===== config.mk =====
export PLATFORM = sky130hd
export DESIGN_NAME = biriscv_csr_writeback
export DESIGN_NICKNAME = d
export VERILOG_FILES = /design/src/rtl/biriscv_csr_writeback.sv
export SDC_FILE = /design/constraint.sdc
export NUM_CORES = 1
export LEC_CHECK = 0
export ABC_AREA = 1
export BUFFER_PORTS_ARGS = -buffer_cell sky130_fd_sc_hd__buf_2
export CORE_MARGIN = 4
export CORE_UTILIZATION = 33
export DETAILED_ROUTE_END_ITERATION = 16
export MAX_ROUTING_LAYER = met4
export PLACE_DENSITY_LB_ADDON = 0.15
export SLEW_MARGIN = 20
export SYNTH_ARGS = -nofsm -noshare
export SYNTH_HDL_FRONTEND = slang
export SYNTH_SLANG_ARGS = --single-unit

===== constraint.sdc =====
create_clock -name clk_i -period 3.4 [get_ports clk_i]
set_clock_uncertainty 0.2 [all_clocks]
set_input_delay 0.17 -clock clk_i [delete_from_list [all_inputs] [get_ports clk_i]]
set_output_delay 0.17 -clock clk_i [all_outputs]
set_load 0.1 [all_outputs]

===== src/rtl/biriscv_csr_writeback.sv =====
// CSR writeback pipeline: carries CSR results from E1 through E2 to WB, merges
// late LSU/interrupt exceptions in E2 and drives the CSR file, rd write and flush.
module biriscv_csr_writeback (
    input  logic        clk_i,
    input  logic        rst_i,

    input  logic        e1_valid_i,
    input  logic [31:0] e1_pc_i,
    input  logic [31:0] e1_opcode_i,
    input  logic [31:0] csr_result_e1_value_i,
    input  logic        csr_result_e1_write_i,
    input  logic [31:0] csr_result_e1_wdata_i,
    input  logic [5:0]  csr_result_e1_exception_i,

    input  logic        stall_i,
    input  logic        squash_e1_i,
    input  logic [5:0]  mem_exception_e2_i,
    input  logic [31:0] mem_badaddr_e2_i,
    input  logic        take_interrupt_i,

    output logic        csr_writeback_write_o,
    output logic [11:0] csr_writeback_waddr_o,
    output logic [31:0] csr_writeback_wdata_o,
    output logic [5:0]  csr_writeback_exception_o,
    output logic [31:0] csr_writeback_exception_pc_o,
    output logic [31:0] csr_writeback_exception_addr_o,

    output logic        wb_rd_valid_o,
    output logic [31:0] wb_rd_value_o,
    output logic        flush_o
);

    localparam logic [5:0] EXCEPTION_ILLEGAL_INSTRUCTION = 6'h12;
    localparam logic [5:0] EXCEPTION_INTERRUPT           = 6'h20;
    localparam logic [5:0] EXCEPTION_FENCE               = 6'h34;

    // E1 handshake: an instruction is accepted when e1_valid_i=1 and none of
    // stall_i, squash_e1_i or flush_o is high; there is no ready back to E1,
    // the upstream stage holds its instruction itself while stall_i is high.
    logic        e2_valid_q, e2_valid_d;
    logic [31:0] e2_pc_q, e2_pc_d;
    logic [11:0] e2_csr_addr_q, e2_csr_addr_d;
    logic [4:0]  e2_rd_q, e2_rd_d;
    logic [31:0] e2_value_q, e2_value_d;
    logic        e2_write_q, e2_write_d;
    logic [31:0] e2_wdata_q, e2_wdata_d;
    logic [5:0]  e2_exc_q, e2_exc_d;

    logic        wb_write_q, wb_write_d;
    logic [11:0] wb_waddr_q, wb_waddr_d;
    logic [31:0] wb_wdata_q, wb_wdata_d;
    logic [5:0]  wb_exc_q, wb_exc_d;
    logic [31:0] wb_pc_q, wb_pc_d;
    logic [31:0] wb_addr_q, wb_addr_d;
    logic        wb_rd_valid_q, wb_rd_valid_d;
    logic [31:0] wb_rd_value_q, wb_rd_value_d;
    logic        flush_q, flush_d;

    logic [5:0]  exc_merged;
    logic        mem_sel;
    logic        commit_ok;

    always_comb begin
        e2_valid_d    = e2_valid_q;
        e2_pc_d       = e2_pc_q;
        e2_csr_addr_d = e2_csr_addr_q;
        e2_rd_d       = e2_rd_q;
        e2_value_d    = e2_value_q;
        e2_write_d    = e2_write_q;
        e2_wdata_d    = e2_wdata_q;
        e2_exc_d      = e2_exc_q;
        if (flush_q || !stall_i) begin
            e2_valid_d    = 1'b0;
            e2_pc_d       = '0;
            e2_csr_addr_d = '0;
            e2_rd_d       = '0;
            e2_value_d    = '0;
            e2_write_d    = 1'b0;
            e2_wdata_d    = '0;
            e2_exc_d      = '0;
            if (!flush_q && e1_valid_i && !squash_e1_i) begin
                e2_valid_d    = 1'b1;
                e2_pc_d       = e1_pc_i;
                e2_csr_addr_d = e1_opcode_i[31:20];
                e2_rd_d       = e1_opcode_i[11:7];
                e2_value_d    = csr_result_e1_value_i;
                e2_write_d    = csr_result_e1_write_i;
                e2_wdata_d    = csr_result_e1_wdata_i;
                e2_exc_d      = csr_result_e1_exception_i;
            end
        end
    end

    // Exception priority: instruction's own CSR fault, then LSU, then interrupt.
    always_comb begin
        mem_sel    = 1'b0;
        exc_merged = '0;
        if (e2_exc_q != '0) begin
            exc_merged = e2_exc_q;
        end else if (mem_exception_e2_i != '0) begin
            exc_merged = mem_exception_e2_i;
            mem_sel    = 1'b1;
        end else if (take_interrupt_i) begin
            exc_merged = EXCEPTION_INTERRUPT;
        end
        commit_ok = (exc_merged == '0) || (exc_merged == EXCEPTION_FENCE);
    end

    always_comb begin
        wb_write_d     = 1'b0;
        wb_waddr_d     = '0;
        wb_wdata_d     = '0;
        wb_exc_d       = '0;
        wb_pc_d        = '0;
        wb_addr_d      = '0;
        wb_rd_valid_d  = 1'b0;
        wb_rd_value_d  = '0;
        flush_d        = 1'b0;
        // Stall and flush both push a bubble into WB; E2 is promoted only when free to move.
        if (e2_valid_q && !stall_i && !flush_q) begin
            wb_write_d    = e2_write_q && commit_ok;
            wb_waddr_d    = (e2_write_q && commit_ok) ? e2_csr_addr_q : 12'h000;
            wb_wdata_d    = e2_wdata_q;
            wb_exc_d      = exc_merged;
            wb_pc_d       = e2_pc_q;
            if (exc_merged == EXCEPTION_ILLEGAL_INSTRUCTION)
                wb_addr_d = e2_value_q;
            else if (mem_sel)
                wb_addr_d = mem_badaddr_e2_i;
            wb_rd_valid_d = e2_write_q && commit_ok && (e2_rd_q != 5'd0);
            wb_rd_value_d = (e2_write_q && commit_ok && (e2_rd_q != 5'd0)) ? e2_value_q : 32'h0;
            flush_d       = (exc_merged != '0);
        end
    end

    always_ff @(posedge clk_i) begin
        if (rst_i) begin
            e2_valid_q    <= 1'b0;
            e2_pc_q       <= '0;
            e2_csr_addr_q <= '0;
            e2_rd_q       <= '0;
            e2_value_q    <= '0;
            e2_write_q    <= 1'b0;
            e2_wdata_q    <= '0;
            e2_exc_q      <= '0;
            wb_write_q    <= 1'b0;
            wb_waddr_q    <= '0;
            wb_wdata_q    <= '0;
            wb_exc_q      <= '0;
            wb_pc_q       <= '0;
            wb_addr_q     <= '0;
            wb_rd_valid_q <= 1'b0;
            wb_rd_value_q <= '0;
            flush_q       <= 1'b0;
        end else begin
            e2_valid_q    <= e2_valid_d;
            e2_pc_q       <= e2_pc_d;
            e2_csr_addr_q <= e2_csr_addr_d;
            e2_rd_q       <= e2_rd_d;
            e2_value_q    <= e2_value_d;
            e2_write_q    <= e2_write_d;
            e2_wdata_q    <= e2_wdata_d;
            e2_exc_q      <= e2_exc_d;
            wb_write_q    <= wb_write_d;
            wb_waddr_q    <= wb_waddr_d;
            wb_wdata_q    <= wb_wdata_d;
            wb_exc_q      <= wb_exc_d;
            wb_pc_q       <= wb_pc_d;
            wb_addr_q     <= wb_addr_d;
            wb_rd_valid_q <= wb_rd_valid_d;
            wb_rd_value_q <= wb_rd_value_d;
            flush_q       <= flush_d;
        end
    end

    assign csr_writeback_write_o          = wb_write_q;
    assign csr_writeback_waddr_o          = wb_waddr_q;
    assign csr_writeback_wdata_o          = wb_wdata_q;
    assign csr_writeback_exception_o      = wb_exc_q;
    assign csr_writeback_exception_pc_o   = wb_pc_q;
    assign csr_writeback_exception_addr_o = wb_addr_q;
    assign wb_rd_valid_o                  = wb_rd_valid_q;
    assign wb_rd_value_o                  = wb_rd_value_q;
    assign flush_o                        = flush_q;

endmodule


==> impl_metrics.csv <==
group,metric,value,unit
run_status,status,"finished clean",
timing,worstMarginPinSlew,0.842,ns
critical_path,arrival,3.07,ns
timing,holdWs,0.109,ns
routing,antenna_left,0,
job,cap_violations,0,
logic_synthesis,synth_top_flop_cell,"dfxtp_1",
final_layout,layout.nets,1660,
logic_synthesis,synth-seq-area-share,61.8,%
clocking,cts_max_level,1,
clocking,cts-root-buf,"clkbuf_16",
floorplan,core-area,26100,um^2
routing,dr.pass1.iters,4,
global_routing,grt_pass1_wl,38.7,mm
critical_path,crit_path_end_kind,"flop",
timing,hold_viol,0,
final_layout,fin_util,50.8,%
final_layout,layout.cells.most_common,"buf_2",
pwr,vdd_ir_drop_max,0.000365,V
final_layout,drive_gt1_share,27.4,%
logic_synthesis,synth_edf_count,0,
global_routing,grt_use_total,16.8,%
pwr,power.leakage,6.31,nW
critical_path,cp_num_buf_inv,4,
pwr,p_per_area,527,nW/um^2
timing,rsz0062_at_grt,"false",
logic_synthesis,syn_area_per_cell,8.60,um^2
critical_path,crit_path_start_kind,"primary input",
global_routing,grt_antenna_before_repair,2,
critical_path,path_max_fanout,32,
critical_path,reg2reg_depth,7,
critical_path,path_cells,"dlygate4sd3_1 > buf_2 > nor2_1 > nand4_1 > nand2_1 > dlygate4sd3_1 > nand2_1 > nand2_1 > nor2_2 > nand2_2 > a21oi_1 > dlygate4sd3_1",
timing,clock.fmax,350,MHz
routing,drc,0,
placement,routabilityCongestion,0.764,
timing,finalCritPeriodShare,84.0,%
final_layout,final.fill_count,2503,
logic_synthesis,synth.distinct_cells,21,
global_routing,grt_max_degree,72,
timing,slew_violations,0,
critical_path,r2r_end,"e2_valid_q",
logic_synthesis,ys_seq_elements,270,
clocking,clkSlewWorstSetupHoldPaths,0.06,ns
clocking,tritoncts,"built",
hold_path,hold_depth,4,
final_layout,layout_common_cells,"buf_2, inv_1, dfxtp_1",
hold_path,holdPathEnd,"e2_csr_addr_q[10]",
clocking,cts.sinks,270,
final_layout,multi_input_area,2070,um^2
routing,totalWireLength,24.7,mm
placement,pre_cts_slack,1.13,ns
routing,drt_iter0_markers,289,
floorplan,die_y,171,um
critical_path,critPathKind,"primary input to flop",
critical_path,reg2reg_slack,0.85,ns
logic_synthesis,ys_warn_count,0,
logic_synthesis,async_reset_ff_share,0,%
floorplan,start_util,33.6,%
final_layout,seqCellArea,5410,um^2
floorplan,dieArea,29200,um^2
timing,setup_viol,0,
timing,timing.slew.headroom,43.9,%
placement,portBuffers,312,
critical_path,critPathMaxStageDelay,0.57,ns
logic_synthesis,synth_cells,1017,
final_layout,area_growth,51.1,%
logic_synthesis,synth_top_area_cell,"dfxtp_1",
clocking,cts-buffers-inserted,29,
hold_path,worstHoldPathType,"primary input to flop",
critical_path,r2r_start,"flush_o",
timing,fin_crit,2.85,ns
logic_synthesis,ys_top_cells_by_area,"dfxtp_1, inv_1, o22ai_1",
floorplan,io_pins,328,
logic_synthesis,synth_nets,1196,
hold_path,hp-start,"squash_e1_i",
global_routing,grt_pass1_vias,7786,
routing,avgViaCountPerCell,4.17,
routing,post_drt_wl_per_cell,13.4,um
timing,layout_setup_ws,0.545,ns
clocking,ctsLongestPathBuffers,3,
logic_synthesis,yosysTopAreaCellShare,61.8,%
timing,tns,0,ns
critical_path,cp_slowest_cell,"dlygate4sd3_1",
floorplan,die_width,171,um
clocking,worstSkewPairLatency,0.53,ns
clocking,cts_resized,0,
routing,vias,7657,
floorplan,num_rows,59,
critical_path,cp.required,3.62,ns
logic_synthesis,syn_area,8750,um^2
placement,hpwl,15.7,mm
critical_path,path_delay_family,"buffers and inverters",
global_routing,grt-ovfl-total,0,
## power by group
group          leakage, nW  internal, mW  switching, mW
logic                 3.64         0.269          0.264
clock network        0.486          2.00           1.22
registers             2.18          3.21         0.0130
total                 6.31          5.48           1.50
## stage by stage
step	total power, mW	instance area [um^2]	instances
2_1_floorplan	3.52	8750	1017
3_3_place_gp	3.67	10600	1622
3_5_place_dp	3.68	10600	1622
4_1_cts	7.09	13200	1834
5_1_grt	7.27	13200	1836
6_report	6.98	13200	1836
## cells by family after synthesis
group	after synthesis	share of synthesized area, %
flops	270	61.8
buf+inv	333	14.9
simple gates	255	12.5
compound gates	159	10.9
## worst max-delay path by stage
stage,cells past startpoint,end,from,slack (ns)
CTS,12,csr_writeback_exception_addr_o[30],mem_exception_e2_i[0],0.52
detailed placement,10,wb_rd_value_o[23],e2_exc_q[4],1.13
floorplan,7,e2_valid_q,flush_o,1.06
global placement,10,wb_rd_value_o[1],e2_exc_q[4],1.16
global route,12,csr_writeback_exception_addr_o[30],mem_exception_e2_i[3],0.35
finish,12,csr_writeback_exception_addr_o[30],mem_exception_e2_i[4],0.55
## Yosys cell counts, types with 4 or more instances
library cell / instances
dfxtp_1: 270
buf_6: 7
nor2_1: 194
inv_1: 280
clkbuf_1: 39
a21oi_1: 4
nor2_2: 34
nand2_1: 13
o22ai_1: 120
o21ai_0: 34
nand3_1: 5
## final cells by class
cell class | instances | area share, %
Clock inverter | 8 | 1.09
Sequential cell | 270 | 40.9
Timing Repair Buffer | 483 | 24.8
Clock buffer | 41 | 6.36
Antenna cell | 2 | 0.0378
Multi-Input combinational cell | 414 | 15.7
Inverter | 283 | 8.03
Tap cell | 335 | 3.17
## layer usage
layer / part of all wire [%] / vias up / track usage, %
met2: 47 / 224 / 28.8
met4: 2.4 / 0 / 4.17
li1: - / 3977 / -
met1: 43 / 3413 / 19.8
met3: 7.7 / 43 / 4.30
met5: 0 / - / -
## sequential cells by signal (all words and copies together) (netlist names), 32 cells and up
signal and cells:
csr_writeback_exception_pc_o 32, csr_writeback_exception_addr_o 32, e2_value_q 32, wb_rd_value_o 32, csr_writeback_wdata_o 32, e2_wdata_q 32
e2_pc_q 32
## worst register-to-register path: cells and delay by family (launching register included)
kind / cells / cell delay, ns
AOI/OAI and AO/OA: 1 / 0.12
DFF: 1 / 0.36
and+or+nand+nor: 3 / 0.68
buffers and inverters: 3 / 1.13
## timing repair
item                                   CTS  global route
setup buffers                            0             0
hold buffers                           163             0
endpoints found under the hold margin  160             0
No activity file was read; power rests on OpenSTA's default activity.
